<file path="src/rtl/riscv_insn_prefetch.sv">
// Instruction prefetch buffer: issues sequential fetches, queues in-order responses for decode.
// Define RISCV_PREFETCH_PERF_EN to add the stall_count decode-starvation counter.
module riscv_insn_prefetch #(
  parameter int              XLEN     = 32,
  parameter int              DEPTH    = 4,
  parameter logic [XLEN-1:0] RESET_PC = '0
) (
  input  logic            clock,
  input  logic            reset,
  output logic            mem_req_valid,
  input  logic            mem_req_ready,
  output logic [XLEN-1:0] mem_req_addr,
  input  logic            mem_resp_valid,
  input  logic [XLEN-1:0] mem_resp_data,
  input  logic            redirect_valid,
  input  logic [XLEN-1:0] redirect_pc,
  output logic            insn_valid,
  input  logic            insn_ready,
  output logic [XLEN-1:0] insn_data,
  output logic [XLEN-1:0] insn_pc
`ifdef RISCV_PREFETCH_PERF_EN
  ,
  output logic [31:0]     stall_count
`endif
);

  localparam int AW = $clog2(DEPTH);
  localparam int PW = AW + 1;

  logic [XLEN-1:0] pc_q, pc_d;
  logic [PW-1:0]   outst_q, outst_d;
  logic [PW-1:0]   discard_q, discard_d;
  logic [PW-1:0]   wptr_q, wptr_d, rptr_q, rptr_d;
  logic [PW-1:0]   pcq_wptr_q, pcq_wptr_d, pcq_rptr_q, pcq_rptr_d;
  logic [XLEN-1:0] fifo_data_q [DEPTH];
  logic [XLEN-1:0] fifo_pc_q   [DEPTH];
  logic [XLEN-1:0] pcq_q       [DEPTH];

  logic [PW-1:0]   occ;
  logic [PW:0]     inflight;
  logic            empty, full;
  logic            req_hs, resp_ok, push, pop;

  assign occ      = wptr_q - rptr_q;
  assign inflight = {1'b0, occ} + {1'b0, outst_q};
  assign empty    = (wptr_q == rptr_q);
  assign full     = (wptr_q[AW] != rptr_q[AW]) && (wptr_q[AW-1:0] == rptr_q[AW-1:0]);

  // Buffered plus in-flight words never exceed DEPTH, so every response has a slot.
  assign mem_req_valid = !reset && !redirect_valid && (discard_q == '0) &&
                         (inflight < (PW+1)'(DEPTH));
  assign mem_req_addr  = pc_q;
  assign insn_valid    = !reset && !empty;
  assign insn_data     = insn_valid ? fifo_data_q[rptr_q[AW-1:0]] : '0;
  assign insn_pc       = insn_valid ? fifo_pc_q[rptr_q[AW-1:0]] : '0;

  assign req_hs  = mem_req_valid && mem_req_ready;
  assign resp_ok = mem_resp_valid && (outst_q != '0);
  assign pop     = insn_valid && insn_ready && !redirect_valid;
  assign push    = resp_ok && (discard_q == '0) && !redirect_valid && (!full || pop);

  always_comb begin
    pc_d       = pc_q;
    discard_d  = discard_q;
    wptr_d     = wptr_q;
    rptr_d     = rptr_q;
    pcq_wptr_d = pcq_wptr_q;
    pcq_rptr_d = pcq_rptr_q;
    outst_d    = outst_q + PW'(req_hs) - PW'(resp_ok);
    if (req_hs) begin
      pc_d       = pc_q + XLEN'(4);
      pcq_wptr_d = pcq_wptr_q + PW'(1);
    end
    // Every accepted response retires its PC-queue entry, whether kept or dropped.
    if (resp_ok) pcq_rptr_d = pcq_rptr_q + PW'(1);
    if (resp_ok && (discard_q != '0)) discard_d = discard_q - PW'(1);
    if (push) wptr_d = wptr_q + PW'(1);
    if (pop) rptr_d = rptr_q + PW'(1);
    if (redirect_valid) begin
      pc_d      = redirect_pc;
      rptr_d    = wptr_q;
      discard_d = outst_q - PW'(resp_ok);
    end
  end

  always_ff @(posedge clock) begin
    if (reset) begin
      pc_q       <= RESET_PC;
      outst_q    <= '0;
      discard_q  <= '0;
      wptr_q     <= '0;
      rptr_q     <= '0;
      pcq_wptr_q <= '0;
      pcq_rptr_q <= '0;
    end else begin
      pc_q       <= pc_d;
      outst_q    <= outst_d;
      discard_q  <= discard_d;
      wptr_q     <= wptr_d;
      rptr_q     <= rptr_d;
      pcq_wptr_q <= pcq_wptr_d;
      pcq_rptr_q <= pcq_rptr_d;
    end
  end

  always_ff @(posedge clock) begin
    if (push) begin
      fifo_data_q[wptr_q[AW-1:0]] <= mem_resp_data;
      fifo_pc_q[wptr_q[AW-1:0]]   <= pcq_q[pcq_rptr_q[AW-1:0]];
    end
    if (req_hs) pcq_q[pcq_wptr_q[AW-1:0]] <= pc_q;
  end

`ifdef RISCV_PREFETCH_PERF_EN
  logic [31:0] stall_q, stall_d;

  always_comb begin
    stall_d = stall_q;
    if (insn_ready && !insn_valid && (stall_q != '1)) stall_d = stall_q + 32'd1;
  end

  always_ff @(posedge clock) begin
    if (reset) stall_q <= '0;
    else       stall_q <= stall_d;
  end

  assign stall_count = stall_q;
`endif

endmodule

</file>
<file path="config.mk">
export PLATFORM = sky130hd
export DESIGN_NAME = riscv_insn_prefetch
export DESIGN_NICKNAME = d
export VERILOG_FILES = /design/src/rtl/riscv_insn_prefetch.sv
export SDC_FILE = /design/constraint.sdc
export NUM_CORES = 1
export LEC_CHECK = 0
export BUFFER_PORTS_ARGS = -buffer_cell sky130_fd_sc_hd__buf_2
export CAP_MARGIN = 25
export CORE_ASPECT_RATIO = 1.2
export CORE_MARGIN = 2
export CORE_UTILIZATION = 28
export DETAILED_ROUTE_END_ITERATION = 10
export GPL_TIMING_DRIVEN = 0
export SLEW_MARGIN = 10
export SYNTH_ARGS = -nofsm -noshare
export SYNTH_HDL_FRONTEND = slang
export SYNTH_SLANG_ARGS = --single-unit
</file>
<file path="constraint.sdc">
create_clock -name clock -period 7.8 [get_ports clock]
set_input_delay 1.17 -clock clock [delete_from_list [all_inputs] [get_ports clock]]
set_output_delay 1.17 -clock clock [all_outputs]
set_load 0.03 [all_outputs]
</file>
Yosys cells after proc, flatten, opt, wreduce, memory -nomap -nowiden
Memories as Yosys holds them, arrays and structs flattened. A register that Yosys moved wholly into a read port is not among the register bits.
Index checks and enable logic that the tools add are counted.

operators by class
  add/sub/neg operators = 11
  order comparisons = 1
  equal/unequal tests = 3
  mux-type cells = 18
  reduce and logical (&&, ||, !) cells = 24

operators by type and width
  kind                                                        number
  two-way mux 32 bit                                          4
  adder 32 x 3 -> 32 bit, second input constant               1
  logical AND 1 bit                                           13
  adder 3 x 1 -> 3 bit, second input constant                 4
  two-way mux 2 bit                                           6
  two-way mux 3 bit                                           4
  nonzero test 2 bit                                          3
  nonzero test 3 bit                                          2
  subtractor 3 x 1 -> 3 bit                                   2
  adder 3 x 3 -> 4 bit                                        1
  zero test 1 bit                                             4
  less-than comparator 4 x 3 -> 1 bit, second input constant  1
  two-way mux 1 bit                                           4
  adder 3 x 1 -> 3 bit                                        1
  == test 3 bit                                               1
  zero test 3 bit                                             1
  subtractor 3 x 1 -> 3 bit, second input constant            1
  subtractor 3 bit                                            1
  == test 2 bit                                               1
  logical OR 1 bit                                            1
  != test 1 bit                                               1

storage, ports and cells
  bits in registers = 50
  bits in writable memories = 384
  input port bits = 70
  logic and storage cells = 67
  memories kept = 3

memory list
  name         words  bits a word  read ports  clocked after Yosys merged registers in  write ports  RTL line  source
  fifo_data_q  4      32           1           1                                        1            35        logic [XLEN-1:0] fifo_data_q [DEPTH];
  fifo_pc_q    4      32           1           1                                        1            36        logic [XLEN-1:0] fifo_pc_q [DEPTH];
  pcq_q        4      32           1           1                                        1            37        logic [XLEN-1:0] pcq_q [DEPTH];

Logic depth before layout (Yosys ltp)
  word-level depth = 9
  mapped depth = 17

Worst setup path before layout
Ideal clock, no wire load.

  kind = input to register
  from = in redirect_valid
  to = mem fifo_data_q[3][0] (enable)
  setup time = 430 ps
  arrival = 3645 ps
  data required time = 7370 ps
  path slack = 3725 ps
  cell stages on the path = 3
  buffers on the path = 0
  path through = or3b_2 a311oi_2 and2_1

on the way
  longest elaborated chain between the ends = 6
  elaborated cells between the ends (all ways) = 7
  those cells by class = 2 x mux; 5 x reduce/logical

RTL lines
  item                                       RTL line  source
  start: declaration                         15        input logic redirect_valid,
  zero test 1 bit *                          59, 60
  logical AND 1 bit                          59        assign pop = insn_valid && insn_ready && !redirect_valid;
  logical OR 1 bit                           60        assign push = resp_ok && (discard_q == '0) && !redirect_valid && (!full || pop);
  logical AND 1 bit *                        60
  two-way mux 1 bit *                        107       if (push) begin
  two-way mux 1 bit (not written as such) *  108       fifo_data_q[wptr_q[AW-1:0]] <= mem_resp_data;
  end: declaration                           35

Mark *: on every way between the ends. The rest lies on a longest branch, timed or not.

Worst setup path after layout
  from = reg wptr_q[0]
  to = out insn_pc[17]

on the way
  longest elaborated chain between the ends = 4

RTL lines
  item                      RTL line  source
  start: declaration        33        logic [PW-1:0] wptr_q, wptr_d, rptr_q, rptr_d;
  start signal: assignment  99        wptr_q <= wptr_d;
  == test 3 bit             46        assign empty = (wptr_q == rptr_q);
  zero test 1 bit           53        assign insn_valid = !reset && !empty;
  logical AND 1 bit         53
  two-way mux 32 bit        55        assign insn_pc = insn_valid ? fifo_pc_q[rptr_q[AW-1:0]] : '0;
  end: declaration          20        output logic [XLEN-1:0] insn_pc

No other way between the ends.

==> key figures <==
Status
  – Outcome: completed

Timing
  – Final Critical Period: 4.906 ns
  – Setup skew after layout: 0.01598 ns
  – Pins Over Slew Limit: 0
  – Slew at the pin closest to its max-slew limit: 0.9108 ns
  – Final TNS setup: 0 ns
  – Final Cycle Share: 0.6289
  – Achievable Freq: 0.2038 GHz
  – Final setup violation count: 0
  – Slew HR: 0.3928
  – Unrepaired setup endpoints after global routing: false
  – Final Hold Fails: 0
  – Min setup slack post-route: 2.894 ns

Min path
  – Worst min-delay path class: reg2reg

CTS
  – Root buf cell: sky130_fd_sc_hd__clkbuf_16
  – CTS Buffer Depth: 3
  – Post-CTS clock slew at the launch and capture registers of the worst setup and hold paths: about 0.060 ns
  – Number of clock sinks seen by CTS: 436
  – Count of buffers added by post-CTS timing repair for setup: 0
  – Clock tree from TritonCTS: built
  – Number of H-tree levels: 2
  – CTS hold repair buffers: 0
  – Number of CTS-inserted buffers: 44
  – Clock insertion delay at the later pin of the skew report: 0.58 ns
  – Quantity of gates resized following cts: 0

Detailed routing
  – Via count of the routed design: 9,119
  – Avg Vias per Cell: between 4 and 5
  – Wire length reported by the detailed router: 39.70 mm
  – Post-route DRC: 0
  – Avg WL per Cell: 19.97 µm
  – Number of DRC violations after detailed-routing iteration 0: between 600 and 700
  – Antenna viol nets, final: 0
  – Number of optimization iterations in the first detailed-route pass: 5

Run
  – Max Cap Violations: 0

Floorplan
  – Core Rows: 99
  – DIE WIDTH: 230.2 µm
  – Die height: between 200 and 300 µm
  – Full die area: 63,400 µm²
  – I/O pin cnt: between 150 and 200
  – Effective utilization at floorplan: 0.2827
  – Core outline area: 60,820 µm²

Global routing
  – Wire length of the first global-routing pass: 59.10 mm
  – Initial antenna violation count: 0
  – Maximum number of pins on one net before global-route repair: 47
  – GRT Overall Usage: 0.1251
  – Congestion Overflow GR: 0
  – Via count of the first global-routing pass: approximately 9,500

Placement
  – Port Buffer Count: 166
  – Count of placed standard cells including taps: 1,908
  – Routability congestion estimate from global placement: 0.8612
  – Setup slack at placement: 3.044 ns
  – HPWL reported at the end of detailed placement: 26.38 mm

Synth
  – Synth unique cells: 58
  – Area share of the largest cell type after synthesis: 0.6707
  – Area of the mapped netlist: ~17,000 µm²
  – Ranking of synthesized cells by instance count: 384 x sky130_fd_sc_hd__edfxtp_1, 96 x sky130_fd_sc_hd__mux4_2, 75 x sky130_fd_sc_hd__and2_1
  – Number of enable flip-flop cells after synthesis: 384
  – Dominant cell type by area after synthesis: sky130_fd_sc_hd__edfxtp_1
  – Most common cell in the netlist: sky130_fd_sc_hd__edfxtp_1
  – Seq/Total Area, Yosys: 0.7313
  – Flip-flop cell with the highest count after synthesis: sky130_fd_sc_hd__edfxtp_1
  – Number of synthesized register bits: 436
  – Fraction of synthesis flops using an asynchronous set or reset pin: 0
  – Synthesized Nets: 1,018
  – Warnings from Yosys: 0
  – Average cell area after synthesis: about 19 µm²
  – Post-Syn Instances: 926
  – Top post-synthesis cells by area: sky130_fd_sc_hd__edfxtp_1 67%, sky130_fd_sc_hd__mux4_2 13%, sky130_fd_sc_hd__dfxtp_1 6.1%

Pwr
  – Cell leakage power: 0.006900 µW
  – Worst IR Drop VDD: 142.4 µV
  – Power density normalized to cell area: around 270 nW/µm²

Critical path
  – Data arrival time of the critical path: 3.74 ns
  – Critical Path Start Type: register
  – Critical-path maximum fanout: 10
  – Critical Path End Type: primary output
  – Setup CP Type: reg2out
  – Data required time at the worst endpoint: around 6.6 ns

Layout
  – Area Growth Syn to Fin: 19.98%
  – Number of nets in the finished design: 1,239
  – Fraction of final layout cells sized beyond drive strength 1: 0.3113
  – Post-route core utilization: 0.3391
  – Non-filler instance count after layout: roughly 2,000
  – Filler cell count in the final layout: about 5,800
final cells by class:
type	instances	area, µm²	area share
diodes	1	2.502	0.0001213
plain buffers	46	188.9	0.009160
clock buffers	54	1139	0.05520
clock inverters	24	227.7	0.01104
inverters	20	75.07	0.003640
multi-input cells	424	4370	0.2119
flip-flops and latches	436	12570	0.6095
well taps	808	1011	0.04901
repair buffers	175	1040	0.05041
worst paths after layout:
path / from / endpoint / slack [ns] / cells past startpoint
worst max-delay path: wptr_q[0]$_SDFFE_PP0P_ / insn_pc[17] / 2.89 / 8
worst min-delay path: pcq_wptr_q[1]$_SDFFE_PP0P_ / pcq_wptr_q[1]$_SDFFE_PP0P_ / 0.50 / 2
worst max register to register: wptr_q[0]$_SDFFE_PP0P_ / outst_q[2]$_SDFF_PP0_ / 3.87 / 17
worst min register to register: pcq_wptr_q[1]$_SDFFE_PP0P_ / pcq_wptr_q[1]$_SDFFE_PP0P_ / 0.50 / 2
worst max-delay path: stages (launching register included):
cell	delay (ns)
sky130_fd_sc_hd__dfxtp_1	0.40
sky130_fd_sc_hd__inv_1	0.12
sky130_fd_sc_hd__ha_1	0.33
sky130_fd_sc_hd__and2_1	0.17
sky130_fd_sc_hd__a21oi_1	0.48
sky130_fd_sc_hd__clkbuf_1	0.65
sky130_fd_sc_hd__clkbuf_1	0.47
sky130_fd_sc_hd__and2_1	0.31
sky130_fd_sc_hd__buf_2	0.23
stage by stage:
stage	cell area [µm²]	total power [µW]	hold slack [ns]
2_1_floorplan	17190	3357	0.4692
3_3_place_gp	19030	3607	0.4788
3_5_place_dp	19250	3635	0.4923
4_1_cts	20610	5672	0.5008
5_1_grt	20620	5822	0.5407
6_report	20630	5586	0.4998
logic make-up (layout without fill, tap and decap cells):
logic type | count (synthesis) | after routing | share of synthesized area
xor gates and xnor gates | 23 | 23 | 0.01172
AOI/OAI and AO/OA | 74 | 74 | 0.02889
muxes | 100 | 100 | 0.1282
adders and majority gates | 22 | 22 | 0.01689
DFF | 436 | 436 | 0.7313
and+or+nand+nor | 205 | 205 | 0.06769
buffers and inverters | 66 | 319 | 0.01536
other | 0 | 1 | 0
cell usage in the layout (no fill, tap or decap), drive strengths merged, types with 6 or more instances in the layout:
cell type	Yosys	routed
edfxtp	384	384
buf	18	193
mux4	96	96
clkbuf	28	82
and2	75	75
dfxtp	52	52
nor2	37	37
nand2	27	27
inv	20	24
ha	20	20
a21oi	18	18
nand3	18	18
clkinv	0	15
xor2	13	13
nand4	12	12
a31oi	11	11
xnor2	10	10
a211oi	9	9
o21ai	9	9
a311oi	6	6
and3	6	6
flip-flops by register name, indices dropped and copies added (netlist names), named ones only:
signal / flops
fifo_pc_q: 128
wptr_q: 3
fifo_data_q: 128
pcq_q: 128
rptr_q: 3
discard_q: 3
outst_q: 3
pcq_rptr_q: 2
mem_req_addr: 32
pcq_wptr_q: 2
power by group:
| part | internal (µW) | total [µW] | leakage (µW) | switching [µW] |
|---|---|---|---|---|
| registers | 2700 | 2770 | 0.00391 | 64.0 |
| logic | 324 | 796 | 0.00232 | 472 |
| clock network | 1150 | 2020 | 0.000669 | 879 |
| total | 4170 | 5590 | 0.00690 | 1420 |
layer usage:
metal / routed length, µm / global-route usage
met4: 914 / 0.03956
met5: 0 / 0
met3: 2321 / 0.02800
met1: 16760 / 0.1561
met2: 19700 / 0.2163
(Power assumes the default switching activity.)
